### src/rtl/uart_prog_loader_pkg.sv
// uart_prog_loader_pkg: shared constants, status codes and loader state encoding.
package uart_prog_loader_pkg;
  localparam logic [7:0] SYNC_BYTE = 8'hA5;
  typedef enum logic [1:0] {ST_OK = 2'd0, ST_FRAME = 2'd1, ST_LEN = 2'd2, ST_CHK = 2'd3} status_t;
  typedef enum logic [1:0] {IDLE, COUNT, DATA, CHECK} state_t;
endpackage

### src/rtl/uart_prog_loader_uart_rx.sv
// uart_rx: 8N1 receiver with 2-flop synchronizer, false-start rejection and stop-bit check.
module uart_rx #(
  parameter int CLK_HZ = 50000000,
  parameter int BAUD   = 115200
) (
  input  logic       clock,
  input  logic       reset,
  input  logic       rx,
  output logic [7:0] rx_byte,
  output logic       byte_valid,
  output logic       frame_err
);
  localparam int CPB = CLK_HZ / BAUD;
  localparam int CW  = $clog2(CPB + 1);
  typedef enum logic [1:0] {R_IDLE, R_START, R_BITS, R_STOP} rstate_t;
  rstate_t rstate_q, rstate_d;
  logic [2:0] sync_q, sync_d;
  logic [CW-1:0] cnt_q, cnt_d;
  logic [2:0] bit_q, bit_d;
  logic [7:0] shreg_q, shreg_d;
  logic valid_q, valid_d, ferr_q, ferr_d;
  logic rx_s;
  // sync_q[1] is the synchronized line, sync_q[2] its previous value for edge detection
  assign rx_s = sync_q[1];
  always_comb begin
    sync_d = {sync_q[1:0], rx};
    rstate_d = rstate_q;
    cnt_d = cnt_q + CW'(1);
    bit_d = bit_q;
    shreg_d = shreg_q;
    valid_d = 1'b0;
    ferr_d = 1'b0;
    case (rstate_q)
      R_IDLE: begin
        cnt_d = '0;
        if (!rx_s && sync_q[2]) rstate_d = R_START;
      end
      R_START: if (cnt_q == CW'(CPB / 2 - 1)) begin
        cnt_d = '0;
        bit_d = '0;
        rstate_d = rx_s ? R_IDLE : R_BITS;
      end
      R_BITS: if (cnt_q == CW'(CPB - 1)) begin
        cnt_d = '0;
        shreg_d = {rx_s, shreg_q[7:1]};
        bit_d = bit_q + 3'd1;
        if (bit_q == 3'd7) rstate_d = R_STOP;
      end
      R_STOP: if (cnt_q == CW'(CPB - 1)) begin
        cnt_d = '0;
        valid_d = rx_s;
        ferr_d = !rx_s;
        rstate_d = R_IDLE;
      end
      default: rstate_d = R_IDLE;
    endcase
  end
  always_ff @(posedge clock or posedge reset) begin
    if (reset) begin
      rstate_q <= R_IDLE;
      sync_q <= 3'b111;
      cnt_q <= '0;
      bit_q <= '0;
      shreg_q <= '0;
      valid_q <= 1'b0;
      ferr_q <= 1'b0;
    end else begin
      rstate_q <= rstate_d;
      sync_q <= sync_d;
      cnt_q <= cnt_d;
      bit_q <= bit_d;
      shreg_q <= shreg_d;
      valid_q <= valid_d;
      ferr_q <= ferr_d;
    end
  end
  assign rx_byte = shreg_q;
  assign byte_valid = valid_q;
  assign frame_err = ferr_q;
endmodule

### src/rtl/uart_prog_loader.sv
// uart_prog_loader: parses A5/N/data/checksum frames from UART and writes big-endian words to instruction memory.
module uart_prog_loader
  import uart_prog_loader_pkg::*;
#(
  parameter int CLK_HZ = 50000000,
  parameter int BAUD   = 115200,
  parameter int ADDR_W = 5
) (
  input  logic              clock,
  input  logic              reset,
  input  logic              rx,
  output logic              wr_en,
  output logic [ADDR_W+1:0] wr_addr,
  output logic [31:0]       wr_data,
  output logic              loading,
  output logic              done,
  output logic [1:0]        status
);
  logic [7:0] rx_byte;
  logic byte_valid, frame_err;
  uart_rx #(.CLK_HZ(CLK_HZ), .BAUD(BAUD)) u_rx (
    .clock(clock), .reset(reset), .rx(rx),
    .rx_byte(rx_byte), .byte_valid(byte_valid), .frame_err(frame_err)
  );
  state_t state_q, state_d;
  status_t status_q, status_d;
  logic [ADDR_W:0] cnt_q, cnt_d, idx_q, idx_d;
  logic [1:0] bcnt_q, bcnt_d;
  logic [31:0] shift_q, shift_d, wr_data_q, wr_data_d;
  logic [7:0] acc_q, acc_d;
  logic [ADDR_W+1:0] wr_addr_q, wr_addr_d;
  logic wr_en_q, wr_en_d, done_q, done_d;
  always_comb begin
    state_d = state_q;
    status_d = status_q;
    cnt_d = cnt_q;
    idx_d = idx_q;
    bcnt_d = bcnt_q;
    shift_d = shift_q;
    acc_d = acc_q;
    wr_addr_d = wr_addr_q;
    wr_data_d = wr_data_q;
    wr_en_d = 1'b0;
    done_d = 1'b0;
    if (frame_err && state_q != IDLE) begin
      status_d = ST_FRAME;
      state_d = IDLE;
    end else if (byte_valid) begin
      case (state_q)
        IDLE: if (rx_byte == SYNC_BYTE) begin
          state_d = COUNT;
          status_d = ST_OK;
        end
        COUNT: begin
          cnt_d = (ADDR_W + 1)'(rx_byte);
          idx_d = '0;
          bcnt_d = '0;
          acc_d = '0;
          if (int'(rx_byte) > (1 << ADDR_W)) begin
            status_d = ST_LEN;
            state_d = IDLE;
          end else state_d = (rx_byte == 8'd0) ? CHECK : DATA;
        end
        DATA: begin
          shift_d = {shift_q[23:0], rx_byte};
          acc_d = acc_q ^ rx_byte;
          bcnt_d = bcnt_q + 2'd1;
          if (bcnt_q == 2'd3) begin
            wr_en_d = 1'b1;
            wr_addr_d = {idx_q[ADDR_W-1:0], 2'b00};
            wr_data_d = shift_d;
            idx_d = idx_q + (ADDR_W + 1)'(1);
            if (idx_d == cnt_q) state_d = CHECK;
          end
        end
        CHECK: begin
          done_d = (rx_byte == acc_q);
          status_d = (rx_byte == acc_q) ? status_q : ST_CHK;
          state_d = IDLE;
        end
        default: state_d = IDLE;
      endcase
    end
  end
  always_ff @(posedge clock or posedge reset) begin
    if (reset) begin
      state_q <= IDLE;
      status_q <= ST_OK;
      cnt_q <= '0;
      idx_q <= '0;
      bcnt_q <= '0;
      shift_q <= '0;
      acc_q <= '0;
      wr_addr_q <= '0;
      wr_data_q <= '0;
      wr_en_q <= 1'b0;
      done_q <= 1'b0;
    end else begin
      state_q <= state_d;
      status_q <= status_d;
      cnt_q <= cnt_d;
      idx_q <= idx_d;
      bcnt_q <= bcnt_d;
      shift_q <= shift_d;
      acc_q <= acc_d;
      wr_addr_q <= wr_addr_d;
      wr_data_q <= wr_data_d;
      wr_en_q <= wr_en_d;
      done_q <= done_d;
    end
  end
  assign wr_en = wr_en_q;
  assign wr_addr = wr_addr_q;
  assign wr_data = wr_data_q;
  assign done = done_q;
  assign status = status_q;
  assign loading = (state_q != IDLE);
endmodule

### config.mk
export PLATFORM = sky130hd
export DESIGN_NAME = uart_prog_loader
export DESIGN_NICKNAME = d
export VERILOG_FILES = /design/src/rtl/uart_prog_loader_pkg.sv /design/src/rtl/uart_prog_loader_uart_rx.sv /design/src/rtl/uart_prog_loader.sv
export SDC_FILE = /design/constraint.sdc
export NUM_CORES = 1
export LEC_CHECK = 0
export BUFFER_PORTS_ARGS = -buffer_cell sky130_fd_sc_hd__buf_4
export CAP_MARGIN = 10
export CORE_ASPECT_RATIO = 1.25
export CORE_MARGIN = 2
export CORE_UTILIZATION = 59
export DETAILED_ROUTE_END_ITERATION = 8
export PLACE_DENSITY = 0.85
export SLEW_MARGIN = 20
export SYNTH_ARGS = -nofsm -noshare
export SYNTH_HDL_FRONTEND = slang
export SYNTH_HIERARCHICAL = 1
export SYNTH_SLANG_ARGS = --single-unit
### constraint.sdc
create_clock -name clock -period 3 [get_ports clock]
set_clock_uncertainty 0.05 [all_clocks]
set_input_delay 0.45 -clock clock [delete_from_list [all_inputs] [get_ports clock]]
set_output_delay 0.45 -clock clock [all_outputs]
set_load 0.02 [all_outputs]
==> results of run 1 <==
-- final timing paths --
| kind | startpoint | slack [ns] | to |
|---|---|---|---|
| min | reset | 0.05 | u_rx/rx_byte[5]$_DFFE_PP0P_ |
| min in group clock | rx | 0.10 | u_rx/sync_q[0]$_DFF_PP1_ |
| min reg2reg | u_rx/sync_q[0]$_DFF_PP1_ | 0.30 | u_rx/sync_q[1]$_DFF_PP1_ |
| max reg2reg | state_q[1]$_DFFE_PP0P_ | 0.53 | acc_q[0]$_DFFE_PP0P_ |
| max | state_q[1]$_DFFE_PP0P_ | 0.53 | acc_q[0]$_DFFE_PP0P_ |
| max in group asynchronous | reset | 2.44 | bcnt_q[0]$_DFFE_PP0P_ |
-- per-stage QoR --
stage / setup slack [ns] / instance area (sq um) / hold slack [ns] / util, %
final: 0.525 / 6310 / 0.0548 / 69.9
after global routing: 0.344 / 6310 / 0.0838 / 69.9
after CTS: 0.592 / 6310 / 0.0897 / 69.9
after detailed placement: 0.670 / 5730 / 0.297 / 63.5
after global placement: 0.876 / 5730 / 0.296 / 63.5
after floorplan: 0.193 / 5390 / 0.295 / -
-- cell type report --
type                    instances  area [sq um]
clock inverters                10           100
fillers                       603          2720
repair buffers                 47           365
well taps                     123           154
flip-flops and latches        116          2910
inverters                      14          53.8
multi-input cells             343          2250
clock buffers                  22           474
-- routing by layer --
layer | global-route usage [%] | wire [um] | share of wire (%) | up-vias
met5 | 0 | 0 | 0 | -
met4 | 14.4 | 441 | 3.7 | 0
met3 | 6.18 | 465 | 3.9 | 38
met2 | 43.3 | 6370 | 54 | 99
met1 | 31.4 | 4620 | 39 | 1982
li1 | - | - | - | 1787
-- state kept, by name, indices dropped and copies added (netlist names), named ones only --
name,flops
wr_data,32
shift_q,24
u_rx/cnt_q,9
acc_q,8
u_rx/rx_byte,8
cnt_q,6
idx_q,6
wr_addr,5
u_rx/bit_q,3
u_rx/sync_q,3
bcnt_q,2
state_q,2
status,2
done,1
u_rx/byte_valid,1
u_rx/frame_err,1
u_rx/rstate_q,1
wr_en,1
-- kinds of logic after synthesis --
| logic type | after synthesis | synth area share, % |
|---|---|---|
| AOI/OAI and AO/OA | 73 | 9.73 |
| buffers and inverters | 44 | 4.32 |
| xor gates and xnor gates | 19 | 3.23 |
| adders and majority gates | 12 | 2.79 |
| DFF | 116 | 53.9 |
| muxes | 40 | 8.34 |
| and+or+nand+nor | 197 | 17.6 |
| other | 1 | 0.0696 |
-- where the power goes --
group | internal [uW] | switching [uW]
Clock | 1210 | 725
Combinational | 67.6 | 94.7
Sequential | 1600 | 54.9
Total | 2880 | 874
-- placed cells by master (no fill, tap or decap), types with 4 or more instances in the layout --
master                         n
sky130_fd_sc_hd__a21oi_1       9
sky130_fd_sc_hd__a22oi_1       4
sky130_fd_sc_hd__buf_4        46
sky130_fd_sc_hd__clkbuf_16    17
sky130_fd_sc_hd__clkinvlp_4    7
sky130_fd_sc_hd__dfrtp_1     113
sky130_fd_sc_hd__ha_1         12
sky130_fd_sc_hd__inv_1        11
sky130_fd_sc_hd__mux2_1       13
sky130_fd_sc_hd__mux2_2       26
sky130_fd_sc_hd__nand2_1     130
sky130_fd_sc_hd__nand3_1      10
sky130_fd_sc_hd__nand4_1       9
sky130_fd_sc_hd__nor2_1       14
sky130_fd_sc_hd__nor2b_1       4
sky130_fd_sc_hd__o21ai_0      15
sky130_fd_sc_hd__o21ai_1      14
sky130_fd_sc_hd__o31ai_1       6
sky130_fd_sc_hd__xnor2_1       5
sky130_fd_sc_hd__xor2_1       13
-- worst max-delay path, stage by stage (launching register included) --
cell                       delay (ns)
sky130_fd_sc_hd__dfrtp_1         0.44
sky130_fd_sc_hd__inv_1           0.17
sky130_fd_sc_hd__ha_1            0.21
sky130_fd_sc_hd__nand2b_2        0.26
sky130_fd_sc_hd__nand3_1         0.12
sky130_fd_sc_hd__buf_4           0.27
sky130_fd_sc_hd__nor2_1          0.48
sky130_fd_sc_hd__nand2_1         0.13
sky130_fd_sc_hd__o21ai_1         0.23
==> impl_summary.log, run 1 <==
[metrics] number of buffers created by CTS: 17
[metrics] global routing usage summed across all routing layers: 26.4%
[metrics] count of antenna diodes in the layout: 0
[metrics] clock slew at reported path FFs: 0.06 ns
[metrics] f_max: 0.404 GHz
[metrics] peak supply drop: 464 uV
[metrics] largest net degree at the start of global routing: 90
[metrics] area of the mapped netlist: 5390 sq um
[metrics] initial standard-cell utilization of the core: 59.7%
[metrics] Inst Count DP: 643
[metrics] clock sink total: 116
[metrics] cts repair resizes: 0
[metrics] Clk Latency, worst-skew pair: 0.41 ns
[metrics] Static Leak: 0.00326 uW
[metrics] iteration count of the initial detailed-routing pass: 5
[metrics] type of the worst setup path: register to register
[metrics] number of hold buffers added after cts: 0
[metrics] relative max-transition margin: 55.7%
[metrics] EDFF count, synth: 0
[metrics] P&R area growth vs syn: 17.0%
[metrics] post-layout total power: 3750 uW
[metrics] total negative slack: 0 ns
[metrics] Critical Path Sink Type: register
[metrics] Core ar.: 9030 sq um
[metrics] number of antenna-violating nets in the routed design: 0
[metrics] via count normalized by instance count: 5.79
[metrics] final hold violation count: 0
[metrics] final setup vio count: 0
[metrics] die area: 9920 sq um
[metrics] actual slew at the worst max-slew pin: 0.663 ns
[metrics] fraction of final layout cells with drive strength greater than 1: 23.2%
[metrics] critical path data arrival time: 2.74 ns
[metrics] number of antenna violations at the first check in global routing: 0
[metrics] vias in the first global route: 4127
[metrics] Layout Cells excl Fill: 675
[metrics] die extent in x: 89.5 um
[metrics] most frequently used flop master after synthesis: sky130_fd_sc_hd__dfrtp_1
[metrics] unrepaired setup endpoints after global routing: no
[metrics] CTS tree: yes
[metrics] power density relative to cell area: 595 nW/um^2
[metrics] fin nets: 554
[metrics] weighted congestion at the end of routability-driven global placement: 0.875
[metrics] post-synthesis cell type with the largest combined area: sky130_fd_sc_hd__dfrtp_1
[metrics] outcome: completed
[metrics] mean cell area of the mapped netlist: 10.7 sq um
[metrics] portion of the post-synthesis area used by sequential elements: 53.9%
[metrics] largest fanout of any net on the critical path: 25
[metrics] number of distinct library cell variants in the gate-level netlist after synthesis: 67
[metrics] top cell types by occurrence after synthesis: sky130_fd_sc_hd__nand2_1 (130), sky130_fd_sc_hd__dfrtp_1 (113), sky130_fd_sc_hd__mux2_2 (26)
[metrics] minimum clock period after layout: 2.47 ns
[metrics] maximum capacitance violations: 0
[metrics] CTS Root Buffer Type: sky130_fd_sc_hd__clkbuf_16
[metrics] area fraction of the dominant cell type after synthesis: 52.5%
[metrics] # rows: 39
[metrics] Yosys warning count: 6
[metrics] number of design rule violations left after detail routing: 0
[metrics] initial DRC count: 322
[metrics] vias: 3906
[metrics] Worst Setup Start Kind: register
[metrics] hold crit path type: input port to asynchronous set/reset pin
[metrics] total grt overflow: 0
[metrics] Synth Instances: 502
[metrics] WL per Instance: 17.6 um
[metrics] Area contributors post-synth: sky130_fd_sc_hd__dfrtp_1 (52%), sky130_fd_sc_hd__nand2_1 (9.1%), sky130_fd_sc_hd__mux2_2 (5.4%), sky130_fd_sc_hd__ha_1 (2.8%), sky130_fd_sc_hd__mux2_1 (2.7%)
[metrics] max-slew violation count: 0
[metrics] total of buffers placed on input and output ports: 44
[metrics] num ports: 47
[metrics] fin crit share: 82.5%
[metrics] DRT Wirelength: 11900 um
[metrics] CTS max path bufs: 2
[metrics] most instantiated library cell after synthesis: sky130_fd_sc_hd__nand2_1
[metrics] CTS H-tree lvls: 4
[metrics] flop and latch count out of synthesis: 116
[metrics] Worst R2R Path Depth: 8
[metrics] proportion of register bits with asynchronous set or reset after synthesis: 100%
[metrics] wire length of the first global-routing pass: 20000 um
[metrics] Detailed Place HPWL: 7370 um
[metrics] required time of the critical path: 3.26 ns
[metrics] Vert. Die Dim: 111 um
[metrics] post-CTS setup buffer count: 0
Note: power is estimated with default switching activity, not from simulation.
==> run 2, diff against run 1 <==
CORE_UTILIZATION = 54   (was 59)
PLACE_DENSITY = 0.82   (was 0.85)
clock period = 2.11 ns   (was 3 ns; I/O delays follow)
==> run 2 against run 1 <==
Final cell count increased by 3.6%. Power up 42%. Register-to-register slack got worse by 0.46 ns. Setup slack got worse by 0.46 ns. Combinational power rose by 46%. Die area grew 8.9%. Clock power is 42% higher. Clock-buffer cell count decreased by 1.
==> impl_summary.log, run 2 (synthesized netlist as in run 1, its figures left out) <==
[metrics] outcome: completed
[metrics] total of buffers placed on input and output ports: 44
[metrics] P&R area growth vs syn: 21.3%
[metrics] most frequent cells in the layout: sky130_fd_sc_hd__nand2_1 (130), sky130_fd_sc_hd__dfrtp_1 (113), sky130_fd_sc_hd__buf_4 (64)
[metrics] kind of cell adding the most delay to the critical path: compound AO/OA/AOI/OAI gates
[metrics] clock slew at reported path FFs: 0.05 ns
[metrics] number of buffers created by CTS: 17
[metrics] WL per Instance: 16.4 um
[metrics] Core ar.: 9660 sq um
[metrics] total grt overflow: 0
[metrics] number of design rule violations left after detail routing: 0
[metrics] vias in the first global route: 4060
[metrics] fin crit share: 96.9%
[metrics] final setup vio count: 0
[metrics] power density relative to cell area: 817 nW/um^2
[metrics] worst hold endpoint: u_rx/sync_q[1]$_DFF_PP1_
[metrics] fin nets: 577
[metrics] number of antenna violations at the first check in global routing: 0
[metrics] CTS max path bufs: 2
[metrics] max-slew violation count: 0
[metrics] num ports: 47
[metrics] peak supply drop: 703 uV
[metrics] fraction of final layout cells with drive strength greater than 1: 26.0%
[metrics] Static Leak: 0.00340 uW
[metrics] final hold violation count: 0
[metrics] initial DRC count: 340
[metrics] final core utilization: 67.7%
[metrics] Detailed Place HPWL: 7720 um
[metrics] DRT Wirelength: 11400 um
[metrics] most common cell after layout, fill and taps aside: sky130_fd_sc_hd__nand2_1
[metrics] Min-Delay Path Depth: 0
[metrics] largest fanout of any net on the critical path: 3
[metrics] clock sink total: 116
[metrics] worst reg2reg startpoint: idx_q[0]$_DFFE_PP0P_
[metrics] type of the worst setup path: register to register
[metrics] Worst Setup Start Kind: register
[metrics] max reg flops: 32
[metrics] Worst R2R Path Depth: 6
[metrics] f_max: 0.489 GHz
[metrics] unrepaired setup endpoints after global routing: no
[metrics] source of the worst hold timing path: u_rx/sync_q[0]$_DFF_PP1_
[metrics] crit-path max cell delay: 0.37 ns
[metrics] CTS Root Buffer Type: sky130_fd_sc_hd__clkbuf_16
[metrics] wire length of the first global-routing pass: 19300 um
[metrics] weighted congestion at the end of routability-driven global placement: 0.917
[metrics] CTS H-tree lvls: 4
[metrics] CTS tree: yes
[metrics] capture instance of the worst register-to-register path: state_q[0]$_DFFE_PP0P_
[metrics] maximum capacitance violations: 0
[metrics] minimum clock period after layout: 2.04 ns
[metrics] count of antenna diodes in the layout: 0
[metrics] hold crit path type: register to register
[metrics] vias: 3954
[metrics] # rows: 40
[metrics] required time of the critical path: 2.35 ns
[metrics] initial standard-cell utilization of the core: 55.8%
[metrics] critical-path cell list: ha_2, xor2_1, nor3_2, o211ai_2, a311oi_1, mux2_1
[metrics] die area: 10800 sq um
[metrics] number of antenna-violating nets in the routed design: 0
[metrics] critical path data arrival time: 2.28 ns
[metrics] largest net degree at the start of global routing: 55
[metrics] die extent in x: 93.4 um
[metrics] Vert. Die Dim: 116 um
[metrics] iteration count of the initial detailed-routing pass: 5
[metrics] Area after DPL: 5920 sq um
[metrics] Clk Latency, worst-skew pair: 0.41 ns
[metrics] final instance area: 6540 sq um
[metrics] cell type of the slowest stage on the worst timing path: sky130_fd_sc_hd__dfrtp_1
[metrics] global routing usage summed across all routing layers: 23.0%
[metrics] count of buffering cells on the critical path with inverters included: 0
[metrics] Critical Path Sink Type: register
[metrics] via count normalized by instance count: 5.66
[metrics] flop-to-flop setup slack: 0.07 ns
[run 2: cell count changes in the layout (fill, tap and decap cells not counted), moves of 2 or more]
cell                            before  now
sky130_fd_sc_hd__buf_12              1    4
sky130_fd_sc_hd__clkinvlp_4          7    5
sky130_fd_sc_hd__buf_4              46   64
sky130_fd_sc_hd__dlygate4sd3_1       0    2
sky130_fd_sc_hd__clkinv_2            1    3
[run 2: layout make-up]
class                   instances  area, sq um
fillers                       679         3120
multi-input cells             343         2260
well taps                     126          158
repair buffers                 70          581
clock buffers                  21          470
clock inverters                 9          105
inverters                      14         56.3
flip-flops and latches        116         2910
[run 2: worst max path at each step]
stage | from | end | slack [ns] | cells after the start
2_1_floorplan | idx_q[0]$_DFFE_PP0P_ | state_q[0]$_DFFE_PP0P_ | 0.06 | 6
3_3_place_gp | idx_q[0]$_DFFE_PP0P_ | state_q[0]$_DFFE_PP0P_ | 0.06 | 6
3_5_place_dp | state_q[1]$_DFFE_PP0P_ | idx_q[5]$_DFFE_PP0P_ | -0.006 | 7
4_1_cts | idx_q[0]$_DFFE_PP0P_ | state_q[0]$_DFFE_PP0P_ | 0.004 | 6
5_1_grt | state_q[0]$_DFFE_PP0P_ | acc_q[2]$_DFFE_PP0P_ | 0.005 | 9
6_report | idx_q[0]$_DFFE_PP0P_ | state_q[0]$_DFFE_PP0P_ | 0.07 | 6
[run 2: layer usage]
layer	global-route usage (%)	vias up	wire, um
met3	5.85	26	452
met4	9.02	0	213
met1	26.0	1981	4530
met2	41.6	108	6250
met5	0	-	0
li1	-	1839	-
[run 2: stage by stage]
stage               setup slack, ns  hold slack, ns  instances  setup TNS, ns  total power [uW]
floorplan                    0.0590           0.271        503              0              2570
global placement             0.0570           0.231        665              0              2610
detailed placement         -0.00599           0.239        665       -0.00599              2630
CTS                         0.00361           0.315        699              0              5390
global route                0.00523           0.318        699              0              5540
finish                       0.0653           0.313        699              0              5340
[run 2: worst reg2reg max path, cell delays in order, from the launching register on]
cell,delay [ns]
sky130_fd_sc_hd__dfrtp_1,0.37
sky130_fd_sc_hd__ha_2,0.30
sky130_fd_sc_hd__xor2_1,0.16
sky130_fd_sc_hd__nor3_2,0.19
sky130_fd_sc_hd__o211ai_2,0.16
sky130_fd_sc_hd__a311oi_1,0.33
sky130_fd_sc_hd__mux2_1,0.36
[run 2: repair_timing]
action | in CTS | in global routing
endpoints found under the setup margin | 2 | 1
pin swaps | 1 | 0
resized for setup | 0 | 2
hold buffers | 2 | 0
endpoints found under the hold margin | 25 | 0
buffers inserted | 2 | 0
[run 2: power by group]
| group | internal [uW] | total (uW) | switching, uW |
|---|---|---|---|
| clock | 1810 | 2750 | 940 |
| sequential | 2280 | 2360 | 76.3 |
| combinational | 100 | 236 | 136 |
| total | 4190 | 5340 | 1150 |
==> run 3, diff against run 2 <==
BUFFER_PORTS_ARGS = not set   (was -buffer_cell sky130_fd_sc_hd__buf_4)
CORE_UTILIZATION = 57   (was 54)
DONT_BUFFER_PORTS = 1   (was not set)
PLACE_DENSITY = 0.81   (was 0.82)
==> run 3 against run 2 <==
Final cell count fell by 6.0%. Register-to-register slack got worse by 0.03 ns. Die area fell by 5.1%. Largest cell class unchanged. Largest power group unchanged. Highest routed layer unchanged.
==> impl_summary.log, run 3 (synthesized netlist as in run 1, its figures left out) <==
[metrics] Worst Setup Start Kind: register
[metrics] CTS tree: yes
[metrics] critical-path cell list: nor3_2, a41oi_2, a2111o_1, a311o_1, o211ai_2
[metrics] relative max-transition margin: 59.0%
[metrics] total grt overflow: 0
[metrics] fillcell total: 642
[metrics] global routing usage summed across all routing layers: 23.8%
[metrics] Place WS: 0.0370 ns
[metrics] type of the worst setup path: register to register
[metrics] power density relative to cell area: 873 nW/um^2
[metrics] hold crit path type: register to register
[metrics] post-route worst hold slack: 0.310 ns
[metrics] critical path data arrival time: 2.35 ns
[metrics] Worst R2R Path Depth: 5
[metrics] worst setup path startpoint: u_rx/rx_byte[1]$_DFFE_PP0P_
[metrics] DRT Wirelength: 11200 um
[metrics] post-layout total power: 5460 uW
[metrics] Static Leak: 0.00320 uW
[metrics] cell type of the slowest stage on the worst timing path: sky130_fd_sc_hd__dfrtp_1
[metrics] largest net degree at the start of global routing: 39
[metrics] die area: 10300 sq um
[metrics] Clk Latency, worst-skew pair: 0.41 ns
[metrics] area of the multi-input gates: 2270 sq um
[metrics] initial DRC count: 269
[metrics] Core ar.: 9170 sq um
[metrics] maximum capacitance violations: 0
[metrics] WL per Instance: 17.1 um
[metrics] wire length of the first global-routing pass: 19400 um
[metrics] f_max: 0.483 GHz
[metrics] actual slew at the worst max-slew pin: 0.614 ns
[metrics] final hold violation count: 0
[metrics] clock sink total: 116
[metrics] iteration count of the initial detailed-routing pass: 5
[metrics] post-route setup slack: 0.0400 ns
[metrics] # rows: 39
[metrics] outcome: completed
[metrics] Inst Count DP: 623
[metrics] Vert. Die Dim: 113 um
[metrics] weighted congestion at the end of routability-driven global placement: 0.923
[metrics] fraction of final layout cells with drive strength greater than 1: 20.6%
[metrics] vias in the first global route: 3922
[metrics] fin nets: 536
[metrics] final setup vio count: 0
[metrics] required time of the critical path: 2.39 ns
[metrics] worst reg2reg startpoint: u_rx/rx_byte[1]$_DFFE_PP0P_
[metrics] vias: 3729
[metrics] flop-to-flop setup slack: 0.04 ns
[metrics] die extent in x: 91.0 um
[metrics] capture instance of the worst register-to-register path: state_q[1]$_DFFE_PP0P_
[metrics] post-CTS setup buffer count: 0
[metrics] count of antenna diodes in the layout: 0
[metrics] P&R area growth vs syn: 16.0%
[metrics] fin crit share: 98.1%
[metrics] number of design rule violations left after detail routing: 0
[metrics] Setup crit end: state_q[1]$_DFFE_PP0P_
[metrics] Sequential Area: 2910 sq um
[metrics] CTS H-tree lvls: 4
[metrics] CTS Root Buffer Type: sky130_fd_sc_hd__clkbuf_16
[metrics] number of antenna-violating nets in the routed design: 0
[metrics] most frequent cells in the layout: sky130_fd_sc_hd__nand2_1 (130), sky130_fd_sc_hd__dfrtp_1 (113), sky130_fd_sc_hd__mux2_2 (26)
[metrics] number of antenna violations at the first check in global routing: 0
[metrics] crit-path max cell delay: 0.48 ns
[metrics] most common cell after layout, fill and taps aside: sky130_fd_sc_hd__nand2_1
[metrics] initial standard-cell utilization of the core: 58.7%
[metrics] Layout Cells excl Fill: 657
[metrics] minimum clock period after layout: 2.07 ns
[metrics] total of buffers placed on input and output ports: 0
[metrics] CTS max path bufs: 2
[metrics] via count normalized by instance count: 5.68
[metrics] clock slew at reported path FFs: 0.06 ns
[metrics] peak supply drop: 824 uV
[metrics] max reg flops: 32
[metrics] number of buffers created by CTS: 17
[metrics] Critical Path Sink Type: register
[metrics] Detailed Place HPWL: 7430 um
[metrics] largest fanout of any net on the critical path: 7
[metrics] num ports: 47
[metrics] max-slew violation count: 0
[metrics] Min-Delay Path Depth: 0
[run 3: changes by cell type in the layout (fill, tap and decap cells not counted), moves of 2 or more]
cell / delta
sky130_fd_sc_hd__clkinv_2: -3
sky130_fd_sc_hd__buf_4: -41
sky130_fd_sc_hd__inv_6: +3
sky130_fd_sc_hd__clkinv_4: +2
[run 3: what timing repair did]
item / in CTS / in global routing
hold buffers: 2 / 0
endpoints found under the hold margin: 37 / 0
gates resized for setup: 0 / 4
endpoints found under the setup margin: 0 / 45
[run 3: cell type report]
cell class	count	share of cell area [%]
flip-flops and latches	116	46.5
multi-input cells	343	36.3
clock buffers	20	7.30
repair buffers	29	4.22
well taps	123	2.46
clock inverters	12	2.32
inverters	14	0.900
[run 3: how the worst min path moves through the flow]
stage / from / end / slack [ns]
finish: u_rx/sync_q[0]$_DFF_PP1_ / u_rx/sync_q[1]$_DFF_PP1_ / 0.31
global route: u_rx/sync_q[0]$_DFF_PP1_ / u_rx/sync_q[1]$_DFF_PP1_ / 0.32
CTS: u_rx/sync_q[0]$_DFF_PP1_ / u_rx/sync_q[1]$_DFF_PP1_ / 0.31
detailed placement: reset / wr_data[5]$_DFFE_PP0P_ / 0.22
global placement: reset / wr_data[3]$_DFFE_PP0P_ / 0.21
floorplan: rx / u_rx/sync_q[0]$_DFF_PP1_ / 0.27
[run 3: where the power goes]
group	internal [uW]	total, uW	switching, uW
logic	102	243	141
registers	2280	2350	73.1
clock network	1820	2860	1040
[run 3: metal layers]
metal	global-route usage [%]	up-vias	share of wire, %
met5	0	-	0
met4	8.89	0	0.97
met3	6.06	11	4.3
met2	41.6	83	54
met1	28.4	1880	41
li1	-	1755	-
[run 3: stage by stage]
stage	setup TNS, ns	utilization (%)	area, sq um
2_1_floorplan	0	-	5400
6_report	0	68.2	6250
3_5_place_dp	0	61.2	5610
5_1_grt	-0.0249	68.2	6250
3_3_place_gp	0	61.2	5610
4_1_cts	0	67.9	6230
[run 3: worst max-delay path, delay by kind of cell, from the launching register on]
kind             cells  cell delay, ns
AO/OA/AOI/OAI        4            1.08
flip-flops           1            0.48
AND/OR/NAND/NOR      1            0.38
